## config.mk

```make
export PLATFORM = sky130hd
export DESIGN_NAME = serial_parallel_mult
export DESIGN_NICKNAME = d
export VERILOG_FILES = /design/src/rtl/spm_pkg.sv /design/src/rtl/spm_csa_array.sv /design/src/rtl/serial_parallel_mult.sv
export SDC_FILE = /design/constraint.sdc
export NUM_CORES = 1
export LEC_CHECK = 0
export ABC_AREA = 1
export CAP_MARGIN = 20
export CELL_PAD_IN_SITES_DETAIL_PLACEMENT = 0
export CELL_PAD_IN_SITES_GLOBAL_PLACEMENT = 1
export CORE_ASPECT_RATIO = 1.25
export CORE_MARGIN = 5
export CORE_UTILIZATION = 25
export DETAILED_ROUTE_END_ITERATION = 8
export PLACE_DENSITY_LB_ADDON = 0.1
export SLEW_MARGIN = 20
export SYNTH_ARGS = -nofsm -noshare
export SYNTH_HDL_FRONTEND = slang
export SYNTH_HIERARCHICAL = 1
export SYNTH_SLANG_ARGS = --single-unit
export TNS_END_PERCENT = 20
```

## constraint.sdc

```tcl
create_clock -name clock -period 5.2 [get_ports clock]
set_input_delay 1.3 -clock clock [delete_from_list [all_inputs] [get_ports clock]]
set_output_delay 1.3 -clock clock [all_outputs]
set_load 0.02 [all_outputs]
```

## src/rtl/spm_pkg.sv

```systemverilog
// spm_pkg: shared types and helpers for the serial-parallel multiplier.
//   spm_state_e : controller states (IDLE waiting for start, RUN stepping the array)
//   spm_cw      : width of the step counter for a given product width
//   spm_ext     : zero/sign extension of an operand of 'width' bits to 128 bits
package spm_pkg;

  typedef enum logic [0:0] {
    ST_IDLE = 1'b0,
    ST_RUN  = 1'b1
  } spm_state_e;

  // Counter must hold values up to pw-1 with one bit of headroom.
  function automatic int unsigned spm_cw(input int unsigned pw);
    return $clog2(pw) + 1;
  endfunction

  // Extends the low 'width' bits of value; bits above width are ignored.
  // Shifts by 64 yield zero, so width=64 produces an all-ones mask.
  function automatic logic [127:0] spm_ext(input logic [63:0] value,
                                           input int unsigned width,
                                           input logic        is_signed);
    logic [63:0] mask_s;
    logic [63:0] low_s;
    logic [63:0] shifted_s;
    logic        sign_s;
    mask_s    = ~({64{1'b1}} << width);
    low_s     = value & mask_s;
    shifted_s = value >> (width - 32'd1);
    sign_s    = is_signed & shifted_s[0];
    if (sign_s) begin
      spm_ext = {{64{1'b1}}, low_s | ~mask_s};
    end else begin
      spm_ext = {64'd0, low_s};
    end
  endfunction

endpackage

```

## src/rtl/spm_csa_array.sv

```systemverilog
// spm_csa_array: shifting carry-save accumulator, one full adder and one
// carry flop per cell. Each step adds (pp_bit ? a_ext : 0) into the saved
// sum/carry state; sums move one cell toward the LSB, carries stay in place
// (their weight drops by one together with the shift).
//   clock, reset : clock and asynchronous active-high reset
//   clear        : treat the stored state as zero for this step (new operation)
//   step_en      : advance the array by one step
//   pp_bit       : current multiplier bit
//   a_ext        : extended multiplicand
//   lsb          : sum leaving cell 0 this step (final product bit)
module spm_csa_array
  import spm_pkg::*;
#(
  parameter int PW = 32
) (
  input  logic          clock,
  input  logic          reset,
  input  logic          clear,
  input  logic          step_en,
  input  logic          pp_bit,
  input  logic [PW-1:0] a_ext,
  output logic          lsb
);

  logic [PW-1:0] sum_r;
  logic [PW-1:0] carry_r;
  logic [PW-1:0] sum_in_s;
  logic [PW-1:0] carry_in_s;
  logic [PW-1:0] pp_s;
  logic [PW-1:0] s_s;
  logic [PW-1:0] c_s;

  // Full-adder row over the (optionally cleared) saved state and partial product.
  always_comb begin
    if (clear) begin
      sum_in_s   = {PW{1'b0}};
      carry_in_s = {PW{1'b0}};
    end else begin
      sum_in_s   = sum_r;
      carry_in_s = carry_r;
    end
    if (pp_bit) begin
      pp_s = a_ext;
    end else begin
      pp_s = {PW{1'b0}};
    end
    s_s = sum_in_s ^ carry_in_s ^ pp_s;
    c_s = (sum_in_s & carry_in_s) | (sum_in_s & pp_s) | (carry_in_s & pp_s);
    lsb = s_s[0];
  end

  // Cell state: sums shift toward cell 0, carries from the top cell fall off naturally.
  always_ff @(posedge clock or posedge reset) begin
    if (reset) begin
      sum_r   <= {PW{1'b0}};
      carry_r <= {PW{1'b0}};
    end else if (step_en) begin
      sum_r   <= {1'b0, s_s[PW-1:1]};
      carry_r <= c_s;
    end else if (clear) begin
      sum_r   <= {PW{1'b0}};
      carry_r <= {PW{1'b0}};
    end else begin
      sum_r   <= sum_r;
      carry_r <= carry_r;
    end
  end

endmodule

```

## src/rtl/serial_parallel_mult.sv

```systemverilog
// serial_parallel_mult: multiplicand held in parallel, multiplier consumed one
// bit per cycle LSB first; product emitted serially LSB first and collected
// into a parallel product register.
//   clock, reset     : clock, asynchronous active-high reset
//   start            : request, accepted when busy=0 (also on the done cycle)
//   signed_mode      : 1 = two's-complement operands, sampled with start
//   a, b             : multiplicand / multiplier, sampled with start
//   busy             : operation in progress (cycles 1..PW-1 after accept)
//   out_valid        : out_bit carries a product bit (cycles 1..PW)
//   out_bit          : serial product bit, LSB first
//   done             : one-cycle pulse with the last product bit
//   product          : full product, updated with done, held otherwise
module serial_parallel_mult
  import spm_pkg::*;
#(
  parameter int WIDTH = 16
) (
  input  logic               clock,
  input  logic               reset,
  input  logic               start,
  input  logic               signed_mode,
  input  logic [WIDTH-1:0]   a,
  input  logic [WIDTH-1:0]   b,
  output logic               busy,
  output logic               out_valid,
  output logic               out_bit,
  output logic               done,
  output logic [2*WIDTH-1:0] product
);

  localparam int PW = 2 * WIDTH;
  localparam int CW = spm_cw(PW);

  spm_state_e    state_r;
  logic [CW-1:0] cnt_r;
  logic [PW-1:0] a_ext_s;
  logic [PW-1:0] b_ext_s;
  logic [PW-1:0] a_ext_r;
  logic [PW-1:0] b_sh_r;
  logic [PW-1:0] a_op_s;
  logic [PW-2:0] shadow_r;
  logic [PW-1:0] product_r;
  logic          accept_s;
  logic          run_s;
  logic          step_s;
  logic          last_s;
  logic          pp_bit_s;
  logic          lsb_s;
  logic          busy_r;
  logic          out_valid_r;
  logic          out_bit_r;
  logic          done_r;

  // Handshake decode and operand selection. Step 0 happens on the accept edge
  // itself, so it feeds the array straight from the freshly extended inputs.
  always_comb begin
    a_ext_s  = PW'(spm_ext(64'(a), WIDTH, signed_mode));
    b_ext_s  = PW'(spm_ext(64'(b), WIDTH, signed_mode));
    accept_s = start && (state_r == ST_IDLE);
    run_s    = (state_r == ST_RUN);
    step_s   = accept_s || run_s;
    last_s   = run_s && (cnt_r == CW'(PW - 1));
    if (accept_s) begin
      a_op_s   = a_ext_s;
      pp_bit_s = b_ext_s[0];
    end else begin
      a_op_s   = a_ext_r;
      pp_bit_s = b_sh_r[0];
    end
  end

  spm_csa_array #(
    .PW (PW)
  ) u_array (
    .clock   (clock),
    .reset   (reset),
    .clear   (accept_s),
    .step_en (step_s),
    .pp_bit  (pp_bit_s),
    .a_ext   (a_op_s),
    .lsb     (lsb_s)
  );

  // Controller, operand latches, step counter and multiplier shift register.
  always_ff @(posedge clock or posedge reset) begin
    if (reset) begin
      state_r <= ST_IDLE;
      busy_r  <= 1'b0;
      cnt_r   <= {CW{1'b0}};
      a_ext_r <= {PW{1'b0}};
      b_sh_r  <= {PW{1'b0}};
    end else if (accept_s) begin
      state_r <= ST_RUN;
      busy_r  <= 1'b1;
      cnt_r   <= CW'(1);
      a_ext_r <= a_ext_s;
      b_sh_r  <= b_ext_s >> 1;
    end else if (run_s) begin
      b_sh_r <= b_sh_r >> 1;
      if (last_s) begin
        state_r <= ST_IDLE;
        busy_r  <= 1'b0;
        cnt_r   <= {CW{1'b0}};
      end else begin
        state_r <= ST_RUN;
        busy_r  <= 1'b1;
        cnt_r   <= cnt_r + CW'(1);
      end
    end else begin
      state_r <= state_r;
      busy_r  <= busy_r;
      cnt_r   <= cnt_r;
    end
  end

  // Serial output stage and product collection; the visible product is loaded
  // on the edge that raises done so it appears together with the pulse.
  always_ff @(posedge clock or posedge reset) begin
    if (reset) begin
      out_valid_r <= 1'b0;
      out_bit_r   <= 1'b0;
      done_r      <= 1'b0;
      shadow_r    <= {(PW-1){1'b0}};
      product_r   <= {PW{1'b0}};
    end else begin
      out_valid_r <= step_s;
      out_bit_r   <= step_s & lsb_s;
      done_r      <= last_s;
      if (step_s) begin
        shadow_r <= {lsb_s, shadow_r[PW-2:1]};
      end else begin
        shadow_r <= shadow_r;
      end
      if (last_s) begin
        product_r <= {lsb_s, shadow_r};
      end else begin
        product_r <= product_r;
      end
    end
  end

  assign busy      = busy_r;
  assign out_valid = out_valid_r;
  assign out_bit   = out_bit_r;
  assign done      = done_r;
  assign product   = product_r;

endmodule

```

Word-level counts from Yosys, hierarchy flattened:

Index checks and enable logic that the tools add are counted.

* logic and storage cells: 48
* bits of input ports: 36
* flip-flop bits (word level): 202

* add/sub/neg operators: 1
* multiplexer cells: 19
* bitwise logic cells: 11
* reduce and logical (&&, ||, !) cells: 4
* eq/ne operators: 1

Operators by type and width (count)
* $mux W32: 10
* $and A32 B32 Y32: 3
* $or A32 B32 Y32: 2
* $xor A32 B32 Y32: 2
* $mux W6: 3
* $add A6 B1 Y6 const B: 1
* $eq A6 B5 Y1 const B: 1
* $mux W1: 6
* $and A1 B1 Y1: 3
* $logic_and A1 B1 Y1: 2
* $reduce_bool A2 Y1: 1
* $logic_or A1 B1 Y1: 1
* $not A1 Y1: 1

Longest topological paths before layout:

* depth after elaboration: 8
* gate-level depth with buffers: 14
* depth with buffers taken out: 11

Cells and area by module:

Netlist, hierarchy kept.

Modules (own cells, without submodules)
* serial_parallel_mult: times used 1, area each 5330.1 um^2, cells an instance 539, sequential area each 3428.3 um^2
* spm_csa_array: times used 1, area each 4297.9 um^2, cells an instance 655, sequential area each 1601.5 um^2

Worst setup path after synthesis:

OpenSTA, ideal clock, no wires.

* path type: input port to flip-flop
* start point: in start
* end point: reg shadow_r[30]
* data required time: 5.122 ns
* cell stages on the path: 12
* arrival: 2.765 ns
* setup slack: 2.357 ns
* path buffers: 2
* path through: nand2_2 > inv_2 > buf_2 > inv_2 > buf_6 > nand2_1 > inv_1 > ha_1 > xnor2_1 > inv_1 > nor2_1 > o21bai_1

* word-level cells in the longest chain between the ends: 4
* elaborated cells on any way between the ends: 9
* those cells by class: mux (5); bitwise (2); reduce/logical (2)

Ends and longest elaborated chain
* start, declared: RTL line serial_parallel_mult.sv:20 `input logic start,`
* $logic_and A1 B1 Y1 *: RTL line serial_parallel_mult.sv:59 `accept_s = start && (state_r == ST_IDLE);`
* net accept_s: RTL line serial_parallel_mult.sv:43 `logic accept_s;`
* $mux W32, or another cell as far along: RTL line spm_csa_array.sv:35 `if (clear) begin`
* $xor A32 B32 Y32 or $mux W32 (tied branches): RTL line spm_csa_array.sv:47, spm_csa_array.sv:42
* $xor A32 B32 Y32 *: RTL line spm_csa_array.sv:47 `s_s = sum_in_s ^ carry_in_s ^ pp_s;`
* net lsb_s: RTL line serial_parallel_mult.sv:48 `logic lsb_s;`
* end signal, assigned: RTL line serial_parallel_mult.sv:123 `shadow_r <= {(PW-1){1'b0}};`
* end signal, assigned: RTL line serial_parallel_mult.sv:130 `shadow_r <= {lsb_s, shadow_r[PW-2:1]};`
* end signal, assigned: RTL line serial_parallel_mult.sv:132 `shadow_r <= shadow_r;`
* end, declared: RTL line serial_parallel_mult.sv:41 `logic [PW-2:0] shadow_r;`

The timed path passes the listed nets; every way through them passes the cells marked *.
A chain may end at the register's enable or synchronous reset.

Worst setup path in the final report:

* start point: in start
* end point: reg u_array.sum_r[30]

* word-level cells in the longest chain between the ends: 5
* elaborated cells on any way between the ends: 10
* those cells by class: mux (6); bitwise (2); reduce/logical (2)

Ends and longest elaborated chain
* $logic_and A1 B1 Y1: RTL line serial_parallel_mult.sv:59
* $mux W32
* net a_op_s[31]: RTL line serial_parallel_mult.sv:40 `logic [PW-1:0] a_op_s;`
* $mux W32: RTL line spm_csa_array.sv:42 `if (pp_bit) begin`
* $xor A32 B32 Y32: RTL line spm_csa_array.sv:47
* $mux W32: RTL line spm_csa_array.sv:57 `end else if (step_en) begin`
* end signal, assigned: RTL line spm_csa_array.sv:55 `sum_r <= {PW{1'b0}};`
* end signal, assigned: RTL line spm_csa_array.sv:58 `sum_r <= {1'b0, s_s[PW-1:1]};`
* end signal, assigned: RTL line spm_csa_array.sv:61 `sum_r <= {PW{1'b0}};`
* end, declared: RTL line spm_csa_array.sv:25 `logic [PW-1:0] sum_r;`

The timed path passes the listed nets, and every way through them passes these cells.

==> reports/results.txt <==
Status -> finished, final reports clean
CP Max Fanout -> 38
Number of port buffers -> 71
Die width -> 186 um
Residual DRC -> 0
Cell area after synthesis -> 9630 um^2
Pwr Density -> 452 nW/um^2
Final number of setup-violating endpoints -> 0
Final hold vios -> 0
ANT cells -> 0
Cells after Synth -> 1,194
Relative slew slack -> 0.496
Post-synth EDFFs -> 0
DR iter-0 viols -> 364
Worst VDD drop -> 0.229 mV
Global-route wire length before repair -> 38.1 mm
Unique masters post-synth -> 29
Ys Warns -> 6
Final Cell Area -> 11,600 um^2
Via count -> 7,251
Die height -> 229 um
Nature of the critical path endpoint -> flop
WP data required -> 5590 ps
Kind of start point of the critical path -> input port
Worst Setup Path Type -> input port to flop
Syn_nets -> 1,263
Final net count -> 1,320
WHS -> 474 ps
Core Box Area -> 38,100 um^2
Routed WL per cell -> 12.5 um
Clk_lat worst skew -> 520 ps
Max Buffers Root-to-Sink -> 3
FP Rows -> 80
IO Pins -> 72
Max-slew violation count -> 0
Final Cycle Share -> 0.642
Layout Skew -> 16.7 ps
Grt ovf -> 0
Max Cap Viol -> 0
Die area -> 42,600 um^2
Hold Path Class -> flop to flop
Critical Path AT -> 3730 ps
Tot GR Track Use -> 0.107
GPL Wtd Cong -> 0.683
Post-route ant nets -> 0
Fmax -> 299 MHz
Mean post-synth cell area -> 8.06 um^2
Ys async rst share -> 1.00
Least-Margin Pin Slew -> 757 ps
Cts repair resizes -> 0
Post-layout min period -> 3340 ps
Setup TNS -> 0 ps
Cts hold-fix bufs -> 0
Initial antenna violation count -> 0
Clk sinks -> 201
Detailed-router iteration count before antenna repair -> 4
HPWL after DPL -> 13.3 mm
CTS Root Cell -> clkbuf_16
Post-place instance area -> 10,800 um^2
Post-CTS setup buffer count -> 0
Synthesis-to-layout area growth -> 20.3%
Routed WL -> 21.9 mm
TritonCTS Buffers -> 25
Htree depth -> 1
Layout cells sized above 1 -> 0.0638
Vias in the first global route -> 7,514
Most used flip-flop cell after synthesis -> dfrtp_1
Sequential area share after synthesis -> 0.522
LEAKAGE -> 6.42 nW
Starting Density -> 0.252
Tot Pwr -> 0.00523 W
Seq cells post-synth -> 201
CTS clk-pin slew, worst paths -> 60 ps
CTS tree -> done
RSZ-0062 raised after global routing -> false
Via-per-instance ratio -> 4.12
Filler cell count -> 4,129
Largest net degree at the start of global routing -> 84
==> final cells by class <==
class / count / area (um^2) / area share
well taps: 492 / 616 / 0.0532
multi-input cells: 726 / 3460 / 0.299
repair buffers: 85 / 841 / 0.0726
inverters: 212 / 803 / 0.0694
clock inverters: 10 / 105 / 0.00908
flip-flops and latches: 201 / 5030 / 0.434
clock buffers: 35 / 723 / 0.0625
==> worst max-delay path, stage by stage <==
cell and delay [ps]:
clkdlybuf4s50_1 560, nand2_2 90, inv_2 80, buf_4 380, nand3_2 430, nand2_1 190
nand2_1 70, inv_1 80, fa_1 380, nand2_1 70, o21ai_0 70
==> routing by layer <==
| layer | global-route usage | vias up | part of all wire |
|---|---|---|---|
| met4 | 0.0273 | 0 | 0.015 |
| li1 | - | 3762 | - |
| met3 | 0.0184 | 26 | 0.042 |
| met1 | 0.139 | 3373 | 0.47 |
| met2 | 0.185 | 90 | 0.47 |
| met5 | 0 | - | 0 |
==> logic make-up after synthesis <==
family,count (synthesis),share of synthesized area
flops,201,0.522
xor+xnor,2,0.00182
compound gates,167,0.101
fa+ha+maj,33,0.0437
buf+inv,267,0.118
simple gates,524,0.212
==> stage by stage <==
stage | util | setup slack, ps | instances
2_1_floorplan | - | 232 | 1194
3_3_place_gp | 0.282 | 1290 | 1716
3_5_place_dp | 0.282 | 1220 | 1716
4_1_cts | 0.304 | 1790 | 1761
5_1_grt | 0.304 | 1600 | 1761
6_report | 0.304 | 1860 | 1761
==> cells in the mapped netlist (2+ instances only) <==
cell / number / area [um^2]
nand3_1: 36 / 180
nor2_1: 39 / 146
nand4_1: 2 / 12.5
buf_4: 10 / 75.1
dfrtp_1: 201 / 5030
o221ai_1: 12 / 105
nand2_2: 2 / 12.5
o211ai_1: 4 / 30.0
o21ai_2: 14 / 123
buf_6: 9 / 101
o21ai_0: 70 / 350
a21oi_1: 36 / 180
buf_2: 24 / 120
nand2_1: 440 / 1650
a22oi_1: 10 / 75.1
inv_2: 3 / 11.3
o21ai_1: 18 / 90.1
ha_1: 32 / 400
clkbuf_1: 12 / 45.0
nand3_2: 2 / 20.0
inv_1: 209 / 785
xnor2_1: 2 / 17.5
==> power by group <==
part           total (W)  switching (W)  internal [W]  leakage (nW)
sequential       0.00206       0.000132       0.00193          2.63
combinational    0.00142       0.000867      0.000556          3.38
clock            0.00175       0.000685       0.00107         0.408
==> worst paths after layout <==
| check | to | cells after the start | slack, ps | from |
|---|---|---|---|---|
| max in group asynchronous | product[3]$_DFFE_PP0P_ | 3 | 2960 | reset |
| worst max register to register | u_array/sum_r[30]$_DFF_PP0_ | 12 | 2280 | run_s$_DFF_PP0_ |
| worst min-delay path | product[0]$_DFFE_PP0P_ | 2 | 470 | shadow_r[0]$_DFFE_PP0N_ |
| worst min register to register | product[0]$_DFFE_PP0P_ | 2 | 470 | shadow_r[0]$_DFFE_PP0N_ |
| worst max-delay path | u_array/sum_r[30]$_DFF_PP0_ | 11 | 1860 | start |
| min in group asynchronous | u_array/carry_r[7]$_DFF_PP0_ | 2 | 1300 | reset |
==> layout by cell type, fill, tap and decap left out, types with 4 or more instances in the layout <==
master	n
dfrtp_1	201
o211ai_1	4
clkdlybuf4s50_1	71
o221ai_1	12
a22oi_1	10
ha_1	32
clkbuf_8	6
buf_4	12
o21ai_2	14
a21oi_1	36
clkbuf_1	4
nand2_1	440
clkinv_2	6
inv_1	206
nand3_1	36
inv_2	4
nor2_1	39
clkbuf_16	25
o21ai_0	70
o21ai_1	18
==> state kept, by name, summed over array words and instances, names as in the netlist, 6 cells and up <==
name and flops:
b_sh_r 31, u_array/sum_r 32, u_array/carry_r 32, shadow_r 31
cnt_r 6, product 32, a_ext_r 32
Power figures use the tool's default switching activity.
